`src/rtl/led_pattern_sequencer.sv`:
```
// LED pattern sequencer: walks a pattern ROM address window at a prescaled rate and holds each fetched pattern on the LEDs.
// Optional ping-pong mode via `define LED_SEQ_BOUNCE_EN; without it the address wraps at the window ends.
module led_pattern_sequencer #(
    parameter int unsigned PRESCALE = 50000000,
    parameter logic [11:0] LO_ADDR  = 12'd0,
    parameter logic [11:0] HI_ADDR  = 12'd4095
) (
    input  logic        clk,
    input  logic        rst_n,
    input  logic        run,
    input  logic        step,
    input  logic        dir,
    output logic        rom_en,
    output logic [11:0] rom_addr,
    input  logic [3:0]  rom_data,
    output logic [3:0]  led,
    output logic        frame_tick
);

    typedef enum logic [2:0] {
        IDLE    = 3'b001,
        FETCH   = 3'b010,
        CAPTURE = 3'b100
    } state_t;

    localparam logic [31:0] PRESC_LAST = 32'(PRESCALE - 1);

    state_t      state;
    state_t      state_nxt;
    logic [31:0] presc_cnt;
    logic        tick;
    logic [11:0] addr_nxt;

    assign tick = run && (presc_cnt == PRESC_LAST);

    // Dropping run clears the count so the next run starts a full period.
    // NOTE: sequential state uses non-blocking assignments so every flop samples pre-edge values.
    always_ff @(posedge clk or negedge rst_n) begin
        if (!rst_n) begin
            presc_cnt <= '0;
        end else if (!run || tick) begin
            presc_cnt <= '0;
        end else begin
            presc_cnt <= presc_cnt + 32'd1;
        end
    end

    always_ff @(posedge clk or negedge rst_n) begin
        if (!rst_n) begin
            state <= IDLE;
        end else begin
            state <= state_nxt;
        end
    end

    // NOTE: defaults assigned first so no path through the case leaves state_nxt unassigned (no latch).
    always_comb begin
        state_nxt = state;
        case (state)
            IDLE:    if (run ? tick : step) state_nxt = FETCH;
            FETCH:   state_nxt = CAPTURE;
            CAPTURE: state_nxt = IDLE;
            default: state_nxt = IDLE;
        endcase
    end

    // Driven straight from the single IDLE flop of the one-hot code, so it cannot glitch.
    assign rom_en = ~state[0];

`ifdef LED_SEQ_BOUNCE_EN
    logic bounce;
    logic bounce_nxt;
    logic eff_dir;

    always_comb begin
        eff_dir    = dir ^ bounce;
        bounce_nxt = bounce;
        addr_nxt   = rom_addr;
        if (!eff_dir) begin
            if (rom_addr == HI_ADDR) begin
                addr_nxt   = HI_ADDR - 12'd1;
                bounce_nxt = ~bounce;
            end else begin
                addr_nxt = rom_addr + 12'd1;
            end
        end else begin
            if (rom_addr == LO_ADDR) begin
                addr_nxt   = LO_ADDR + 12'd1;
                bounce_nxt = ~bounce;
            end else begin
                addr_nxt = rom_addr - 12'd1;
            end
        end
    end

    always_ff @(posedge clk or negedge rst_n) begin
        if (!rst_n) begin
            bounce <= 1'b0;
        end else if (state == CAPTURE) begin
            bounce <= bounce_nxt;
        end
    end
`else
    always_comb begin
        addr_nxt = rom_addr;
        if (!dir) begin
            addr_nxt = (rom_addr == HI_ADDR) ? LO_ADDR : rom_addr + 12'd1;
        end else begin
            addr_nxt = (rom_addr == LO_ADDR) ? HI_ADDR : rom_addr - 12'd1;
        end
    end
`endif

    // Address only moves on CAPTURE->IDLE, keeping it stable for the whole read.
    always_ff @(posedge clk or negedge rst_n) begin
        if (!rst_n) begin
            rom_addr   <= LO_ADDR;
            led        <= 4'h0;
            frame_tick <= 1'b0;
        end else begin
            frame_tick <= (state == CAPTURE);
            if (state == CAPTURE) begin
                led      <= rom_data;
                rom_addr <= addr_nxt;
            end
        end
    end

endmodule

```
`config.mk`:
```
export PLATFORM = sky130hd
export DESIGN_NAME = led_pattern_sequencer
export DESIGN_NICKNAME = d
export VERILOG_FILES = /design/src/rtl/led_pattern_sequencer.sv
export SDC_FILE = /design/constraint.sdc
export NUM_CORES = 1
export LEC_CHECK = 0
export CORE_MARGIN = 2
export CORE_UTILIZATION = 40
export CTS_BUF_LIST = sky130_fd_sc_hd__clkbuf_4 sky130_fd_sc_hd__clkbuf_8
export DETAILED_ROUTE_END_ITERATION = 8
export PLACE_DENSITY = 0.66
export RECOVER_POWER = 50
export SYNTH_ARGS = -nofsm -noshare
export SYNTH_HDL_FRONTEND = slang
export SYNTH_SLANG_ARGS = --single-unit
```
`constraint.sdc`:
```
create_clock -name clk -period 2.8 [get_ports clk]
set_input_delay 0.7 -clock clk [delete_from_list [all_inputs] [get_ports clk]]
set_output_delay 0.7 -clock clk [all_outputs]
set_load 0.005 [all_outputs]
```
==> metrics.csv, run 1 <==
metric,value,unit
maximum number of pins on one net before global-route repair,53,
critical path's top delay family,flip-flops,
setup TNS,0,ns
quantity of hold-fixing buffers added after cts,0,
layout cells sized above 1,8.24,%
Mapped Nets,342,
number of buffers between clock root and the deepest sink,2,
# setup viols final,0,
worst path required time,2.10,ns
number of iterations in the first detailed-routing pass,4,
dominant synthesized flop cell,dfrtp_1,
Overall Power,1.58,mW
slew at the pin closest to its max-slew limit,1.28,ns
number of clock buffers inserted by TritonCTS,5,
cell-by-cell listing of the critical path,clkdlybuf4s50_1,
simple-gate area share of the yosys netlist,28.2,%
clock transition at the register clock pins on the worst setup and hold paths after CTS,0.10,ns
height of the die,90.0,um
class of the worst hold path,reg -> reg,
launch point of the worst hold path,state[2]$_DFFE_PN0P_,
core area,7210,um^2
final hold violation count,0,
post-route standard cell area excluding fillers,3410,um^2
total of cells resized after clock tree synthesis,0,
number of H-tree levels,2,
Critical Path Slowest Stage Cell,dfrtp_1,
count of flip-flops with a built-in enable after synthesis,0,
Avg Vias per Cell,5.47,
average wire per cell in the routed design,14.1,um
Adder-Cell Fraction of Synth Area,1.69,%
Port Buf Inserts,26,
DRC violations left,0,
sum of routed wire length over all layers,6.34,mm
count of vias placed by the detailed router,2466,
crit end category,output pin,
via count of the first global-routing pass,2246,
netlist area before placement,2960,um^2
Iter 0 DRT Violations,115,
number of antenna diodes,0,
Critical path buffers and inverters,1,
CP Class,reg -> out,
most instantiated library cell after synthesis,nor2_1,
max-slew violations,0,
multiplexer fraction of the synthesized cell area,0.380,%
fill count,704,
yosys warns,0,
"area leader, netlist",dfrtp_1,
setup repair after global routing missed its margin,no,
CTS root buf,clkbuf_8,
# nets final,364,
area fraction of the dominant cell type after synthesis,43.1,%
x dimension of the die,90.0,um
worst supply voltage drop on vdd,0.000198,V
post-placement cell area,3310,um^2
Relative slew margins,14.6,%
area delta synth->final,15.1,%
placed wire-length estimate after detailed placement,4.20,mm
count of mapped cells out of synthesis,329,
combinational family with the most area after synthesis,simple AND/OR/NAND/NOR gates,
most instantiated cells after synthesis,"nor2_1, dfrtp_1, nand2_1, xor2_1, nand3_1",
post-synthesis area per instance,9.00,um^2
largest driver fanout on the critical path,10,
number of maximum-capacitance violations,0,
startpoint of the most critical register-to-register path,rom_addr[0]$_DFFE_PN0P_,
peak clock frequency supported by timing,455,MHz
WP data arrival,1.50,ns
Site Rows,31,
leftover overflow at the end of global routing,0,
All-Layer GR Usage,15.8,%
flop and latch count out of synthesis,52,
CTS tree,done,
global-route wire length before repair,10.8,mm
clock latency reported for the late side of the worst-skew pair,0.30,ns
sequential standard cell area,1300,um^2
share of synthesized registers carrying an async set or reset,100,%
final clock period utilization by the worst path,78.5,%
num ports,27,
share of the synthesized netlist area taken by xor and xnor gates,9.47,%
Synth Area in Compound Gates,12.0,%
run status,completed,
number of antenna violations at the first check in global routing,0,
number of cells on the worst reg-to-reg path,6,
count of unique library cells instantiated by Yosys,52,
Worst path max stage delay,0.60,ns
PwrDens,463,nW/um^2
Lkg Pwr,1.42,nW
footprint of the multi-input gates,1540,um^2
Crit path depth,1,
post-layout min period,2.20,ns
depth of the worst hold-timing path,1,
starting density of the core,41.0,%
overall die area,8110,um^2
post-synthesis sequential area ratio,44.0,%
number of buffers inserted by post-CTS setup repair,0,
Startpoint Class,flip-flop,
Crit. Startpoint,rom_addr[3]$_DFFE_PN0P_,
weighted congestion at the end of routability-driven global placement,0.859,
total clock sinks,52,
WHS,0.480,ns
top cells by area in the synthesized netlist,"dfrtp_1, xor2_1, nor2_1",
clock skew,0.00642,ns
post-detailed-route count of antenna-violating nets,0,
## power by group
part / total [mW] / switching (mW) / internal (mW)
Clock: 0.465 / 0.253 / 0.211
Combinational: 0.264 / 0.136 / 0.128
Sequential: 0.848 / 0.0580 / 0.790
Total: 1.58 / 0.447 / 1.13
## sequential cells by signal, summed over array words and instances, names as in the netlist
name,cells
presc_cnt,32
rom_addr,12
led,4
state,3
frame_tick,1
## layout make-up
class / instances / area share, %
multi-input combinational: 248 / 45.2
tap: 99 / 3.64
clock inverter: 1 / 0.220
sequential: 52 / 38.2
timing repair buffer: 32 / 8.74
clock buffer: 7 / 2.64
inverter: 12 / 1.32
## placed cells by master, fill, tap and decap left out, types with 9 or more instances in the layout
cell,instances
nor2_1,52
nand3_1,18
inv_1,12
a31oi_1,9
clkdlybuf4s50_1,23
dfrtp_1,51
nand4_1,15
nor3_1,13
xor2_1,23
nand2_1,34
xnor2_1,9
o21ai_0,11
## final timing paths
path                                                 to  slack [ns]
worst max-delay path                        rom_addr[3]        0.60
worst min-delay path               state[2]$_DFFE_PN0P_        0.48
worst max register to register  rom_addr[9]$_DFFE_PN0P_        0.76
worst min register to register     state[2]$_DFFE_PN0P_        0.48
max in group asynchronous       rom_addr[5]$_DFFE_PN0P_        1.28
min in group asynchronous       presc_cnt[11]$_DFF_PN0_        0.75
## cell families after synthesis
kind of cell / Yosys count
xor gates and xnor gates: 32
DFF: 52
adders and majority gates: 4
buffers and inverters: 29
and+or+nand+nor: 162
AOI/OAI and AO/OA: 49
muxes: 1
## metal layers
metal / track usage [%] / up-vias / part of all wire (%)
met3: 3.27 / 4 / 4.6
met4: 3.85 / 0 / 0.55
met2: 25.3 / 64 / 47
met5: 0 / - / 0
li1: - / 1202 / -
met1: 22.1 / 1196 / 47
## through the flow
stage	setup WS (ns)	util [%]	instances
detailed placement	0.485	45.9	443
global placement	0.531	45.9	443
finish	0.601	47.2	451
floorplan	0.982	-	329
CTS	0.599	47.3	451
global route	0.566	47.2	451
Note: power is estimated with default switching activity, not from simulation.
==> inputs of run 2 (changes only) <==
PLACE_DENSITY = 0.68   (was 0.66)
clock period = 2 ns   (was 2.8 ns; I/O delays follow)
==> metrics.csv, run 2 (synthesis results as in run 1) <==
metric,value,unit,change
run status,completed,,
number of antenna diodes,0,,unchanged
layout cells sized above 1,12.2,%,+4.0 points
number of clock buffers inserted by TritonCTS,5,,unchanged
maximum number of pins on one net before global-route repair,36,,-32%
starting density of the core,41.0,%,unchanged
sum of routed wire length over all layers,6.52,mm,+3.0%
DRC violations left,0,,unchanged
sequential standard cell area,1300,um^2,about the same
Top reg by flops,presc_cnt,,
setup repair after global routing missed its margin,no,,
CTS tree,done,,
Critical Path Slowest Stage Cell,clkdlybuf4s50_1,,
fill count,705,,+0.14%
number of iterations in the first detailed-routing pass,4,,unchanged
Lkg Pwr,1.50,nW,+6.2%
WP data arrival,1.40,ns,-0.10 ns
leftover overflow at the end of global routing,0,,unchanged
worst path required time,1.50,ns,-0.60 ns
All-Layer GR Usage,17.0,%,+1.1 points
Site Rows,31,,unchanged
Worst path max stage delay,0.50,ns,-0.10 ns
quantity of hold-fixing buffers added after cts,0,,unchanged
final hold violation count,0,,unchanged
Startpoint Class,flip-flop,,
class of the worst hold path,in -> async,,
x dimension of the die,90.0,um,unchanged
average wire per cell in the routed design,13.9,um,-0.79%
weighted congestion at the end of routability-driven global placement,0.908,,+5.7%
Iter 0 DRT Violations,153,,+33%
area delta synth->final,19.7,%,
crit end category,output pin,,
via count of the first global-routing pass,2444,,+8.8%
placed wire-length estimate after detailed placement,4.66,mm,+11%
flip-flop count of the largest register after layout,32,,unchanged
number of maximum-capacitance violations,0,,unchanged
# setup viols final,0,,unchanged
PwrDens,632,nW/um^2,+37%
"commonest non-fill, non-tap cells in the layout","nor2_1, dfrtp_1, nand2_1, clkdlybuf4s50_1, xor2_1",,
Avg Vias per Cell,5.35,,-2.2%
Critical path buffers and inverters,2,,+1
largest driver fanout on the critical path,6,,-4
cell-by-cell listing of the critical path,buf_4 > clkdlybuf4s50_1,,
critical path's top delay family,buffers and inverters,,
height of the die,90.0,um,unchanged
count of vias placed by the detailed router,2502,,+1.5%
peak clock frequency supported by timing,526,MHz,
slew at the pin closest to its max-slew limit,0.911,ns,-0.371 ns
number of buffers inserted by post-CTS setup repair,0,,unchanged
num ports,27,,unchanged
footprint of the multi-input gates,1540,um^2,unchanged
clock transition at the register clock pins on the worst setup and hold paths after CTS,0.09,ns,about the same
max-slew violations,0,,unchanged
global-route wire length before repair,11.5,mm,+7.0%
worst supply voltage drop on vdd,0.000347,V,+75%
overall die area,8110,um^2,unchanged
post-placement cell area,3470,um^2,+4.8%
clock latency reported for the late side of the worst-skew pair,0.31,ns,about the same
post-detailed-route count of antenna-violating nets,0,,unchanged
Port Buf Inserts,26,,unchanged
number of H-tree levels,2,,unchanged
most frequent standard cell in the layout excluding fill and tap cells,nor2_1,,
setup TNS,0,ns,unchanged
clock skew,0.00710,ns,+0.000681 ns
final clock period utilization by the worst path,95.1,%,
post-route standard cell area excluding fillers,3540,um^2,+4.0%
CTS root buf,clkbuf_8,,
core area,7210,um^2,unchanged
Relative slew margins,39.3,%,+25 points
number of antenna violations at the first check in global routing,0,,unchanged
CP Class,reg -> out,,
total of cells resized after clock tree synthesis,0,,unchanged
# nets final,382,,+4.9%
post-layout min period,1.90,ns,
total clock sinks,52,,unchanged
number of buffers between clock root and the deepest sink,2,,unchanged
Regs by FF count,"presc_cnt (32), rom_addr (12), led (4)",,
[run 2: metal layers]
| metal | wire [um] | global-route usage, % | vias up |
|---|---|---|---|
| met5 | 0 | 0 | - |
| met4 | 86 | 5.51 | 0 |
| met3 | 294 | 3.27 | 11 |
| met2 | 3080 | 27.8 | 72 |
| met1 | 3060 | 22.7 | 1177 |
| li1 | - | - | 1242 |
[run 2: worst paths after layout]
kind	from	end	slack (ns)	cells after the start
max in group asynchronous	rst_n	presc_cnt[19]$_DFF_PN0_	0.41	2
worst max-delay path	rom_addr[8]$_DFFE_PN0P_	rom_addr[8]	0.1	2
min in group clk	led[2]$_DFFE_PN0P_	led[2]$_DFFE_PN0P_	0.48	2
worst max register to register	rom_addr[0]$_DFFE_PN0P_	rom_addr[9]$_DFFE_PN0P_	0.14	6
worst min register to register	led[2]$_DFFE_PN0P_	led[2]$_DFFE_PN0P_	0.48	2
worst min-delay path	rst_n	presc_cnt[6]$_DFF_PN0_	0.29	1
[run 2: layout make-up]
class,count,area share (%)
multi-input cells,248,43.5
flip-flops and latches,52,36.8
repair buffers,50,12.4
well taps,99,3.49
clock buffers,6,2.33
inverters,12,1.27
clock inverters,1,0.247
[run 2: through the flow]
stage / setup WS [ns] / utilization (%) / cells / power [mW] / hold slack (ns)
3_5_place_dp: 0.0206 / 48.1 / 461 / 1.64 / 0.463
6_report: 0.0990 / 49.1 / 468 / 2.24 / 0.292
2_1_floorplan: 0.182 / - / 329 / 1.39 / 0.204
4_1_cts: 0.0496 / 49.4 / 468 / 2.28 / 0.121
3_3_place_gp: 0.0897 / 48.1 / 461 / 1.63 / 0.458
5_1_grt: 0.00760 / 49.1 / 468 / 2.37 / 0.401
[run 2: power by group]
| part | total [mW] | internal [mW] | switching [mW] |
|---|---|---|---|
| Clock | 0.621 | 0.277 | 0.345 |
| Combinational | 0.462 | 0.229 | 0.233 |
| Sequential | 1.16 | 1.11 | 0.0493 |
